`config.mk`:
```
export PLATFORM = sky130hd
export DESIGN_NAME = channel_voice
export DESIGN_NICKNAME = d
export VERILOG_FILES = /design/src/rtl/channel_voice.sv
export SDC_FILE = /design/constraint.sdc
export NUM_CORES = 1
export LEC_CHECK = 0
export ABC_AREA = 1
export CAP_MARGIN = 40
export CORE_ASPECT_RATIO = 2
export CORE_MARGIN = 2
export CORE_UTILIZATION = 30
export DETAILED_ROUTE_END_ITERATION = 16
export GPL_TIMING_DRIVEN = 0
export PLACE_DENSITY = 0.58
export SKIP_LAST_GASP = 1
export SYNTH_ARGS = -nofsm -noshare
export SYNTH_HDL_FRONTEND = slang
export SYNTH_SLANG_ARGS = --single-unit
```
`constraint.sdc`:
```
create_clock -name i_clk -period 6.85 [get_ports i_clk]
set_input_delay 2.055 -clock i_clk [delete_from_list [all_inputs] [get_ports i_clk]]
set_output_delay 2.055 -clock i_clk [all_outputs]
set_load 0.03 [all_outputs]
```
`src/rtl/channel_voice.sv`:
```
`default_nettype none
// +----------------------------------------------------------------------------+
// | channel_voice: phase-accumulated square wave, envelope-scaled, PWM output  |
// | Revision: 1.0                                                              |
// +----------------------------------------------------------------------------+
module channel_voice #(
   parameter int PHASE_WIDTH = 32,
   parameter int ENV_WIDTH   = 9
) (
   input  logic                   i_clk,
   input  logic                   i_rst,
   input  logic                   i_sample_stb,
   input  logic [PHASE_WIDTH-1:0] i_phase_delta,
   input  logic [7:0]             i_top,
   input  logic                   i_top_valid,
   input  logic [ENV_WIDTH-1:0]   i_envelope,
   output logic [ENV_WIDTH-1:0]   o_sample,
   output logic                   o_sample_valid,
   output logic                   o_pwm
);

   localparam logic [7:0]           c_top_reset = 8'h80;
   localparam logic [ENV_WIDTH-1:0] c_cnt_max   = ENV_WIDTH'((2 ** ENV_WIDTH) - 2);
   localparam logic [ENV_WIDTH-1:0] c_cnt_one   = ENV_WIDTH'(1);

   logic [PHASE_WIDTH-1:0] r_phase;
   logic [7:0]             r_top_pending;
   logic [7:0]             r_top_active;
   logic                   r_rest;
   logic [ENV_WIDTH-1:0]   r_env;
   logic                   r_stage1_valid;
   logic [ENV_WIDTH-1:0]   r_sample;
   logic                   r_sample_valid;
   logic [ENV_WIDTH-1:0]   r_pwm_cnt;
   logic [ENV_WIDTH-1:0]   r_pwm_level;
   logic                   r_pwm;

   logic [PHASE_WIDTH:0]   w_sum;
   logic                   w_rest;
   logic                   w_wrap;
   logic                   w_wave;
   logic [ENV_WIDTH-1:0]   w_level;
   logic                   w_cnt_end;
   logic [ENV_WIDTH-1:0]   w_cnt_next;
   logic [ENV_WIDTH-1:0]   w_level_next;

   assign w_sum   = {1'b0, r_phase} + {1'b0, i_phase_delta};
   assign w_rest  = (i_phase_delta == '0);
   assign w_wrap  = i_sample_stb & (w_rest | w_sum[PHASE_WIDTH]);

   // Evaluated from stage-1 state, so a duty loaded on a wrap edge shows in that sample
   assign w_wave  = ~r_rest & (r_phase[PHASE_WIDTH-1 -: 8] < r_top_active);
   assign w_level = w_wave ? r_env : '0;

   // Stage 1: phase, duty and envelope capture
   always_ff @(posedge i_clk or posedge i_rst) begin
      if (i_rst) begin
         r_phase        <= '0;
         r_top_pending  <= c_top_reset;
         r_top_active   <= c_top_reset;
         r_rest         <= 1'b0;
         r_env          <= '0;
         r_stage1_valid <= 1'b0;
      end else begin
         r_stage1_valid <= i_sample_stb;
         if (i_top_valid) begin
            r_top_pending <= i_top;
         end
         if (w_wrap) begin
            r_top_active <= i_top_valid ? i_top : r_top_pending;
         end
         if (i_sample_stb) begin
            r_phase <= w_rest ? '0 : w_sum[PHASE_WIDTH-1:0];
            r_rest  <= w_rest;
            r_env   <= i_envelope;
         end
      end
   end

   // Stage 2: registered sample
   always_ff @(posedge i_clk or posedge i_rst) begin
      if (i_rst) begin
         r_sample       <= '0;
         r_sample_valid <= 1'b0;
      end else begin
         r_sample_valid <= r_stage1_valid;
         if (r_stage1_valid) begin
            r_sample <= w_level;
         end
      end
   end

   // PWM: level only changes at the period boundary; output is registered so it cannot glitch
   assign w_cnt_end    = (r_pwm_cnt == c_cnt_max);
   assign w_cnt_next   = w_cnt_end ? '0 : r_pwm_cnt + c_cnt_one;
   assign w_level_next = w_cnt_end ? r_sample : r_pwm_level;

   always_ff @(posedge i_clk or posedge i_rst) begin
      if (i_rst) begin
         r_pwm_cnt   <= '0;
         r_pwm_level <= '0;
         r_pwm       <= 1'b0;
      end else begin
         r_pwm_cnt   <= w_cnt_next;
         r_pwm_level <= w_level_next;
         r_pwm       <= (w_cnt_next < w_level_next);
      end
   end

   assign o_sample       = r_sample;
   assign o_sample_valid = r_sample_valid;
   assign o_pwm          = r_pwm;

endmodule
`default_nettype wire
```
==> results.tsv, run 1 <==
stage	metric	value	unit
timing	layout_min_cycle_time	4.10	ns
layout	layout_common_cells	nand2_1, inv_1, dfrtp_1	
clock_network	cts.repair.resized	0	
drt	wl_per_cell	13.8	µm
clock_network	clockBufferDepth	2	
drt	drt-pass1-iter-count	4	
floorplanning	design.core.area	20800	µm²
worst_setup_path	cp_common_cell	nand2_1	
drt	ant_nets	0	
logic_synthesis	ys.warnings.count	0	
clock_network	insertion_delay	0.35	ns
timing	slew_headroom	55.2	%
global_route	grt-ovfl-total	0	
floorplanning	top_level_ports	64	
timing	rsz0062_at_grt	false	
timing	fin_ws	2.75	ns
timing	hold_viol	0	
logic_synthesis	synth_area	6320	µm²
placed_design	gp_congestion	0.943	
logic_synthesis	synth_cell_types	38	
worst_setup_path	startpoint_type	input port	
drt	drc	0	
drt	drt_iter0_markers	253	
timing	fin_skew	0.0115	ns
logic_synthesis	ys_seq_elements	88	
clock_network	numCtsBuffers	9	
floorplanning	initial_core_util	30.4	%
placed_design	place_area	7310	µm²
pwr	ir_worst_vdd	0.157	mV
timing	worst_pin_slew	0.672	ns
floorplanning	dieArea	22300	µm²
layout	diodes	0	
worst_setup_path	path_cells	clkdlybuf4s50_1, ha_1, fa_1, nand3_1, nand3_2, nand2_1, nand2_4, nand2_1, nand3_2, nand2_4, nand2_4, nand2_1, nand2_1	
worst_setup_path	cp_max_fo	9	
layout	design_area	7590	µm²
logic_synthesis	syn_area_per_cell	6.78	µm²
worst_hold_path	hp-class	reg2reg	
layout	final_common_cell	nand2_1	
drt	via_count	5825	
timing	period_share	59.9	%
placed_design	io_buffers	62	
placed_design	numPlacedInstances	1265	
worst_setup_path	cp_slowest_cell	fa_1	
worst_setup_path	end_kind	flip-flop	
logic_synthesis	synthesis.instances	933	
clock_network	cts-root-buf	clkbuf_16	
global_route	grt_pass1_vias	5905	
timing	report.final.slew_viol_count	0	
clock_network	ctsHoldBuffers	0	
worst_setup_path	cp.arrival	4.34	ns
layout	layout.cells.non_filler	1281	
global_route	grt.total_usage	16.8	%
pwr	powerDensity	367	nW/µm²
pwr	leakage	4.15	nW
logic_synthesis	synth_nets	1036	
pwr	total_power	0.00278	W
floorplanning	rows	75	
global_route	antenna_found_initial	0	
worst_setup_path	crit_buf_inv	1	
placed_design	dpl_worst_slack	2.36	ns
worst_setup_path	critPathRequiredTime	7.08	ns
run_status	status	completed	
layout	nets	1110	
clock_network	h-tree-depth	3	
timing	setup_viol_count_final	0	
placed_design	dp_hpwl	14600	µm
drt	wl	17600	µm
logic_synthesis	yosysSeqAreaShare	34.9	%
layout	drive_above_1_share	7.02	%
global_route	grt_pass1_wl	29100	µm
worst_setup_path	max_stage_delay	0.47	ns
clock_network	cts.reportedPaths.clkPinSlew	0.07	ns
clock_network	clock-sinks	88	
worst_setup_path	crit_family	simple AND/OR/NAND/NOR gates	
layout	area_growth	20.0	%
clock_network	cts_setup_buffers	0	
clock_network	cts_tree	done	
global_route	grt_max_degree	64	
worst_setup_path	critPathKind	in2reg	
timing	fmax	0.244	GHz
drt	vias_per_cell	4.55	
run	drv_cap	0	
layout	fillers	2300	
timing	finalSetupTns	0	ns
floorplanning	die-width	107	µm
floorplanning	fp.dieH	209	µm
## synth_stat cells, drive strengths merged
cell	n	area, µm²
dfrtp	86	2150
nand3	53	275
o21bai	3	22.5
nor2	85	357
xor2	1	8.76
clkbuf	5	18.8
a31oi	1	6.26
nand2	374	1450
dfstp	2	52.6
a21o	1	7.51
and2	3	18.8
mux2	8	90.1
nand4	12	90.1
inv	146	548
nor3	6	30.0
a22o	3	26.3
xnor2	6	52.6
o21ai	40	204
buf	6	42.5
a31o	1	8.76
or2	7	43.8
a21oi	28	144
fa	1	20.0
a211oi	3	22.5
o211ai	1	7.51
ha	49	613
clkinv	2	7.51
## worst reg2reg max path: stages, from the launching register on
cell and delay [ns]:
dfrtp_1 0.43, inv_1 0.07, ha_1 0.24, nand4_4 0.13, buf_2 0.25, nand2_1 0.07
o21ai_0 0.10, inv_1 0.08, ha_1 0.29, nand2_1 0.06, inv_1 0.08, nand2_1 0.06
a31o_2 0.25, o211ai_1 0.12, a21oi_2 0.05
## metrics by stage
stage                     hold slack, ns  util (%)
after floorplan                    0.352         -
after CTS                          0.417      36.4
after detailed placement           0.393      35.1
final                              0.417      36.4
after global placement             0.397      34.9
after global routing               0.423      36.4
## cell type report
type / count / area (µm²) / share of cell area [%]
Multi-Input combinational cell: 686 / 3500 / 46.1
Sequential cell: 88 / 2200 / 29.0
Timing Repair Buffer: 63 / 648 / 8.54
Inverter: 148 / 558 / 7.35
Tap cell: 269 / 337 / 4.43
Clock buffer: 10 / 229 / 3.02
Buffer: 11 / 61.3 / 0.808
Clock inverter: 6 / 50.0 / 0.659
## cells by family after synthesis
| logic type | after synthesis | share of synthesized area (%) |
|---|---|---|
| XOR/XNOR | 7 | 0.970 |
| multiplexers | 8 | 1.42 |
| adder cells (fa/ha/maj) | 50 | 10.0 |
| flip-flops | 88 | 34.9 |
| AO/OA/AOI/OAI | 81 | 7.10 |
| AND/OR/NAND/NOR | 540 | 35.9 |
| buffers and inverters | 159 | 9.75 |
## report_power, final
group	total [W]	switching (W)	internal [W]
registers	0.000766	0.0000977	0.000668
logic	0.00153	0.000992	0.000541
clock network	0.000483	0.000230	0.000252
## state kept, by name, indices dropped and copies added, names as in the netlist
| signal | flops |
|---|---|
| o_sample_valid | 1 |
| r_top_active | 8 |
| r_stage1_valid | 1 |
| r_pwm_level | 9 |
| r_rest | 1 |
| o_sample | 9 |
| r_phase | 32 |
| o_pwm | 1 |
| r_env | 9 |
| r_top_pending | 8 |
| r_pwm_cnt | 9 |
## metal layers
metal	vias to the layer above	GRT usage, %	part of all wire, %
li1	3056	-	-
met1	2640	16.5	37
met2	84	32.4	55
met4	0	10.7	6.3
met3	45	1.74	1.8
met5	-	0	0
## final timing paths
path | startpoint | to | slack (ns) | cells past startpoint
min in group asynchronous | i_rst | o_sample[5] | 2.04 | 2
setup reg to reg | r_pwm_cnt[0] | o_pwm | 4.47 | 14
hold reg to reg | r_stage1_valid | o_sample_valid | 0.42 | 0
max in group asynchronous | i_rst | r_top_active[7] | 4.14 | 3
setup / recovery | i_phase_delta[0] | r_top_active[6] | 2.75 | 13
hold / removal | r_stage1_valid | o_sample_valid | 0.42 | 0
(Power assumes the default switching activity.)
==> inputs of run 2 (changes only) <==
--- a/config.mk
+++ b/config.mk
@@ -12,7 +12,7 @@
 export CORE_UTILIZATION = 30
 export DETAILED_ROUTE_END_ITERATION = 16
 export GPL_TIMING_DRIVEN = 0
-export PLACE_DENSITY = 0.58
+export PLACE_DENSITY = 0.6
 export SKIP_LAST_GASP = 1
 export SYNTH_ARGS = -nofsm -noshare
 export SYNTH_HDL_FRONTEND = slang
==> constraint.sdc (replaced) <==
create_clock -name i_clk -period 3.45 [get_ports i_clk]
set_input_delay 1.035 -clock i_clk [delete_from_list [all_inputs] [get_ports i_clk]]
set_output_delay 1.035 -clock i_clk [all_outputs]
set_load 0.03 [all_outputs]
==> run 2 against run 1 <==
Compared with the run above:
- clock-buffer cell count unchanged
- largest cell class unchanged
- critical path type unchanged
- clock power up 120%
- critical endpoint unchanged
- largest power group unchanged
- first-iteration DRC count down 0.79%
==> results.tsv, run 2 (synthesis results as in run 1) <==
stage	metric	value	unit
run_status	status	completed	
floorplanning	die-width	107	µm
worst_hold_path	hp-class	reg2reg	
worst_setup_path	cp.arrival	3.32	ns
timing	setup_viol_count_final	0	
worst_setup_path	max_stage_delay	0.47	ns
clock_network	numCtsBuffers	9	
clock_network	clock-sinks	88	
timing	slew_headroom	53.7	%
global_route	antenna_found_initial	0	
global_route	grt_pass1_vias	5842	
drt	vias_per_cell	4.58	
clock_network	cts.reportedPaths.clkPinSlew	0.07	ns
drt	drt-pass1-iter-count	4	
layout	final_common_cell	nand2_1	
timing	fin_skew	0.00877	ns
layout	layout_common_cells	nand2_1, inv_1, dfrtp_1	
worst_setup_path	crit_buf_inv	1	
timing	hold_viol	0	
placed_design	dp_hpwl	14700	µm
global_route	grt-ovfl-total	0	
worst_setup_path	cp_common_cell	nand2_1	
timing	rsz0062_at_grt	false	
clock_network	cts_tree	done	
floorplanning	design.core.area	20800	µm²
drt	drt_iter0_markers	251	
worst_setup_path	startpoint_type	input port	
pwr	ir_worst_vdd	0.269	mV
worst_setup_path	critPathKind	in2reg	
clock_network	clockBufferDepth	2	
clock_network	ctsHoldBuffers	0	
worst_setup_path	cp_max_fo	9	
clock_network	cts_setup_buffers	0	
placed_design	numPlacedInstances	1265	
layout	drive_above_1_share	7.02	%
worst_setup_path	path_cells	clkdlybuf4s50_1, ha_1, fa_1, nand3_1, nand3_2, nand2_1, nand2_4, nand2_1, nand3_2, nand2_4, nand2_4, nand2_1, nand2_1	
floorplanning	initial_core_util	30.4	%
clock_network	cts.repair.resized	0	
drt	via_count	5865	
worst_setup_path	end_kind	flip-flop	
drt	ant_nets	0	
layout	layout.cells.non_filler	1281	
timing	layout_min_cycle_time	3.08	ns
global_route	grt_max_degree	57	
timing	fin_ws	0.368	ns
floorplanning	fp.dieH	209	µm
placed_design	dpl_worst_slack	-0.0319	ns
worst_hold_path	holdPathStages	0	
worst_setup_path	path_depth	13	
timing	period_share	89.3	%
pwr	leakage	4.16	nW
worst_setup_path	cp_slowest_cell	fa_1	
layout	top_register	r_phase	
drt	wl_per_cell	13.8	µm
global_route	grt_pass1_wl	28300	µm
pwr	powerDensity	736	nW/µm²
worst_setup_path	crit_family	simple AND/OR/NAND/NOR gates	
clock_network	cts-root-buf	clkbuf_16	
worst_setup_path	rr_worst_depth	14	
drt	wl	17700	µm
layout	diodes	0	
global_route	grt.total_usage	16.4	%
timing	worst_pin_slew	0.695	ns
layout	largest_reg_flops	32	
floorplanning	dieArea	22300	µm²
placed_design	io_buffers	62	
clock_network	insertion_delay	0.35	ns
timing	report.final.slew_viol_count	0	
worst_setup_path	critPathRequiredTime	3.69	ns
run	drv_cap	0	
layout	area_growth	20.4	%
placed_design	gp_congestion	0.982	
drt	drc	0	
floorplanning	rows	75	
floorplanning	top_level_ports	64	
layout	nets	1110	
clock_network	h-tree-depth	3	
timing	fmax	0.324	GHz
layout	post-route-util	36.6	%
-- run 2: changes by cell type in the layout (fill, tap and decap cells not counted) --
cell,previous run,this run
bufinv_16,0,1
clkinv_4,0,1
clkinvlp_4,1,0
inv_6,3,1
inv_8,1,2
-- run 2: stage by stage --
step / hold slack [ns] / setup TNS, ns / power, W / area, µm²
floorplan: 0.352 / 0 / 0.00370 / 6320
global placement: 0.397 / -131.04 / 0.00453 / 7280
detailed placement: 0.396 / -0.132 / 0.00459 / 7310
CTS: 0.416 / 0 / 0.00566 / 7610
global route: 0.429 / 0 / 0.00612 / 7610
finish: 0.405 / 0 / 0.00560 / 7610
-- run 2: per-layer routing --
layer	part of all wire (%)	vias up	GRT usage [%]
li1	-	3052	-
met5	0	-	0
met4	7.2	0	11.3
met2	55	115	31.6
met1	35	2642	15.2
met3	2.8	56	2.58
-- run 2: worst register-to-register path: cells and delay by family, from the launching register on --
kind	cells	cell delay [ns]
adder cells (fa/ha/maj)	2	0.53
AO/OA/AOI/OAI	4	0.53
buffers and inverters	4	0.46
flip-flops	1	0.43
AND/OR/NAND/NOR	4	0.31
-- run 2: report_power, final --
part	internal, W	total, W	switching, W
sequential	0.00133	0.00152	0.000197
clock	0.000575	0.00104	0.000460
combinational	0.00107	0.00304	0.00197
-- run 2: cell type report --
type / count / area, µm²
fill: 2270 / 13200
buffer: 11 / 61.3
clock inverter: 6 / 75.1
timing repair buffer: 63 / 648
inverter: 148 / 558
multi-input combinational: 686 / 3500
clock buffer: 10 / 229
tap: 269 / 337
sequential: 88 / 2200
-- run 2: path summary, 6_finish.rpt --
kind | start | endpoint | slack (ns)
min in group asynchronous | i_rst | r_top_pending[6] | 1.06
min reg2reg | r_stage1_valid | o_sample_valid | 0.40
max | i_phase_delta[0] | r_top_active[6] | 0.37
max reg2reg | r_pwm_cnt[0] | o_pwm | 1.07
max in group asynchronous | i_rst | r_phase[9] | 1.77
min | r_stage1_valid | o_sample_valid | 0.40
==> inputs of run 3 (changes only) <==
--- a/config.mk
+++ b/config.mk
@@ -11,8 +11,10 @@
 export CORE_MARGIN = 2
 export CORE_UTILIZATION = 30
 export DETAILED_ROUTE_END_ITERATION = 16
+export GPL_ROUTABILITY_DRIVEN = 0
 export GPL_TIMING_DRIVEN = 0
 export PLACE_DENSITY = 0.6
+export RECOVER_POWER = 100
 export SKIP_LAST_GASP = 1
 export SYNTH_ARGS = -nofsm -noshare
 export SYNTH_HDL_FRONTEND = slang
==> run 3 against run 2 <==
Compared with the run above:
- final cell count unchanged
- hold slack better by 0.013 ns
- worst setup slack lost 0.078 ns
- routed wire length is 1.2% lower
- sequential share of layout area up 0.23 points
- fmax down 2.5%
- largest power group unchanged
- highest routed layer unchanged
- sequential power about the same
- utilization is 0.29 points lower
- critical path type unchanged
- non-clock buffer count is the same
- register-to-register slack got worse by 0.51 ns
- power fell by 0.86%
==> results.tsv, run 3 (synthesis results as in run 1) <==
stage	metric	value	unit
run_status	status	completed	
timing	report.final.slew_viol_count	0	
floorplanning	die-width	107	µm
pwr	leakage	4.16	nW
clock_network	cts.repair.resized	0	
clock_network	cts_tree	done	
drt	drc	0	
layout	post-route-util	36.3	%
clock_network	clock-sinks	88	
worst_setup_path	cp.arrival	3.41	ns
layout	drive_above_1_share	5.34	%
drt	drt-pass1-iter-count	4	
drt	via_count	5850	
worst_hold_path	hp-class	reg2reg	
layout	area_growth	19.5	%
timing	fmax	0.316	GHz
clock_network	numCtsBuffers	9	
floorplanning	rows	75	
worst_setup_path	startpoint_type	input port	
layout	fillers	2313	
layout	largest_reg_flops	32	
timing	period_share	91.6	%
pwr	total_power	0.00556	W
timing	layout_min_cycle_time	3.16	ns
floorplanning	dieArea	22300	µm²
pwr	powerDensity	735	nW/µm²
layout	nets	1110	
clock_network	insertion_delay	0.36	ns
worst_setup_path	cp_max_fo	10	
layout	top_register	r_phase	
layout	final_common_cell	nand2_1	
layout	layout_common_cells	nand2_1, inv_1, dfrtp_1	
global_route	grt-ovfl-total	0	
drt	ant_nets	0	
clock_network	cts_setup_buffers	0	
worst_setup_path	critPathKind	in2reg	
global_route	grt_pass1_wl	28300	µm
worst_setup_path	cp_common_cell	nand2_1	
run	drv_cap	0	
global_route	grt_pass1_vias	5841	
layout	diodes	0	
floorplanning	fp.dieH	209	µm
placed_design	io_buffers	62	
clock_network	clockBufferDepth	2	
worst_setup_path	max_stage_delay	0.58	ns
timing	rsz0062_at_grt	false	
floorplanning	initial_core_util	30.4	%
global_route	grt_max_degree	64	
worst_setup_path	cp_slowest_cell	dlygate4sd3_1	
timing	fin_ws	0.290	ns
drt	drt_iter0_markers	189	
timing	setup_viol_count_final	0	
global_route	antenna_found_initial	0	
timing	slew_headroom	20.5	%
pwr	ir_worst_vdd	0.282	mV
floorplanning	top_level_ports	64	
clock_network	ctsHoldBuffers	0	
placed_design	dp_hpwl	14500	µm
floorplanning	design.core.area	20800	µm²
worst_setup_path	path_cells	dlygate4sd3_1, nor2_1, nand4_1, nor2_1, nand2_1, nand2_1, inv_1, clkbuf_1, nand3_1, nand2_1	
timing	hold_viol	0	
clock_network	h-tree-depth	3	
clock_network	cts.reportedPaths.clkPinSlew	0.07	ns
global_route	grt.total_usage	16.4	%
drt	wl	17500	µm
worst_setup_path	critPathRequiredTime	3.70	ns
drt	wl_per_cell	13.6	µm
clock_network	cts-root-buf	clkbuf_16	
drt	vias_per_cell	4.57	
timing	worst_pin_slew	1.19	ns
timing	fin_skew	0.0118	ns
worst_setup_path	end_kind	flip-flop	
placed_design	dpl_worst_slack	-0.00246	ns
==> run 3: cell count changes in the layout (fill, tap and decap cells not counted), sizes merged <==
| cell | before | now |
|---|---|---|
| clkdlybuf4s50 | 62 | 46 |
| dlygate4sd3 | 0 | 16 |
| buf | 7 | 2 |
| clkbuf | 15 | 19 |
| clkinvlp | 0 | 2 |
| clkinv | 4 | 3 |
==> run 3: area by class of cell <==
| type | count | area (µm²) | share of cell area, % |
|---|---|---|---|
| plain buffers | 11 | 51.3 | 0.679 |
| clock buffers | 9 | 225 | 2.98 |
| clock inverters | 7 | 85.1 | 1.13 |
| inverters | 148 | 557 | 7.37 |
| multi-input cells | 686 | 3470 | 45.9 |
| flip-flops and latches | 88 | 2200 | 29.2 |
| well taps | 269 | 337 | 4.46 |
| repair buffers | 63 | 628 | 8.31 |
==> run 3: worst max-delay path, delay by kind of cell <==
family | cells | cell delay [ns]
buf+inv | 3 | 1.14
simple gates | 7 | 1.21
==> run 3: per-layer routing <==
| metal | share of wire [%] | global-route usage (%) | vias up |
|---|---|---|---|
| li1 | - | - | 3057 |
| met3 | 2.7 | 2.24 | 61 |
| met4 | 8.2 | 12.9 | 0 |
| met5 | 0 | 0 | - |
| met2 | 54 | 30.9 | 101 |
| met1 | 35 | 15.5 | 2631 |
==> run 3: through the flow <==
step / setup TNS [ns] / cells / area [µm²] / hold slack, ns
2_1_floorplan: 0 / 933 / 6320 / 0.352
3_3_place_gp: -127.75 / 1264 / 7280 / 0.398
3_5_place_dp: -0.00246 / 1265 / 7310 / 0.406
4_1_cts: 0 / 1281 / 7620 / 0.425
5_1_grt: 0 / 1281 / 7550 / 0.441
6_report: 0 / 1281 / 7550 / 0.418
==> run 3: power breakdown <==
group / switching [W] / total, W / internal (W)
clock: 0.000472 / 0.00105 / 0.000579
combinational: 0.00194 / 0.00299 / 0.00105
sequential: 0.000191 / 0.00152 / 0.00133
==> run 3: worst paths after layout <==
path	startpoint	slack, ns	endpoint	cells past startpoint
min in group asynchronous	i_rst	1.36	o_sample[7]	2
min	r_stage1_valid	0.42	o_sample_valid	0
max	i_phase_delta[9]	0.29	r_phase[28]	10
min reg2reg	r_stage1_valid	0.42	o_sample_valid	0
max reg2reg	r_pwm_cnt[4]	0.56	o_pwm	12
max in group asynchronous	i_rst	0.58	r_phase[20]	3
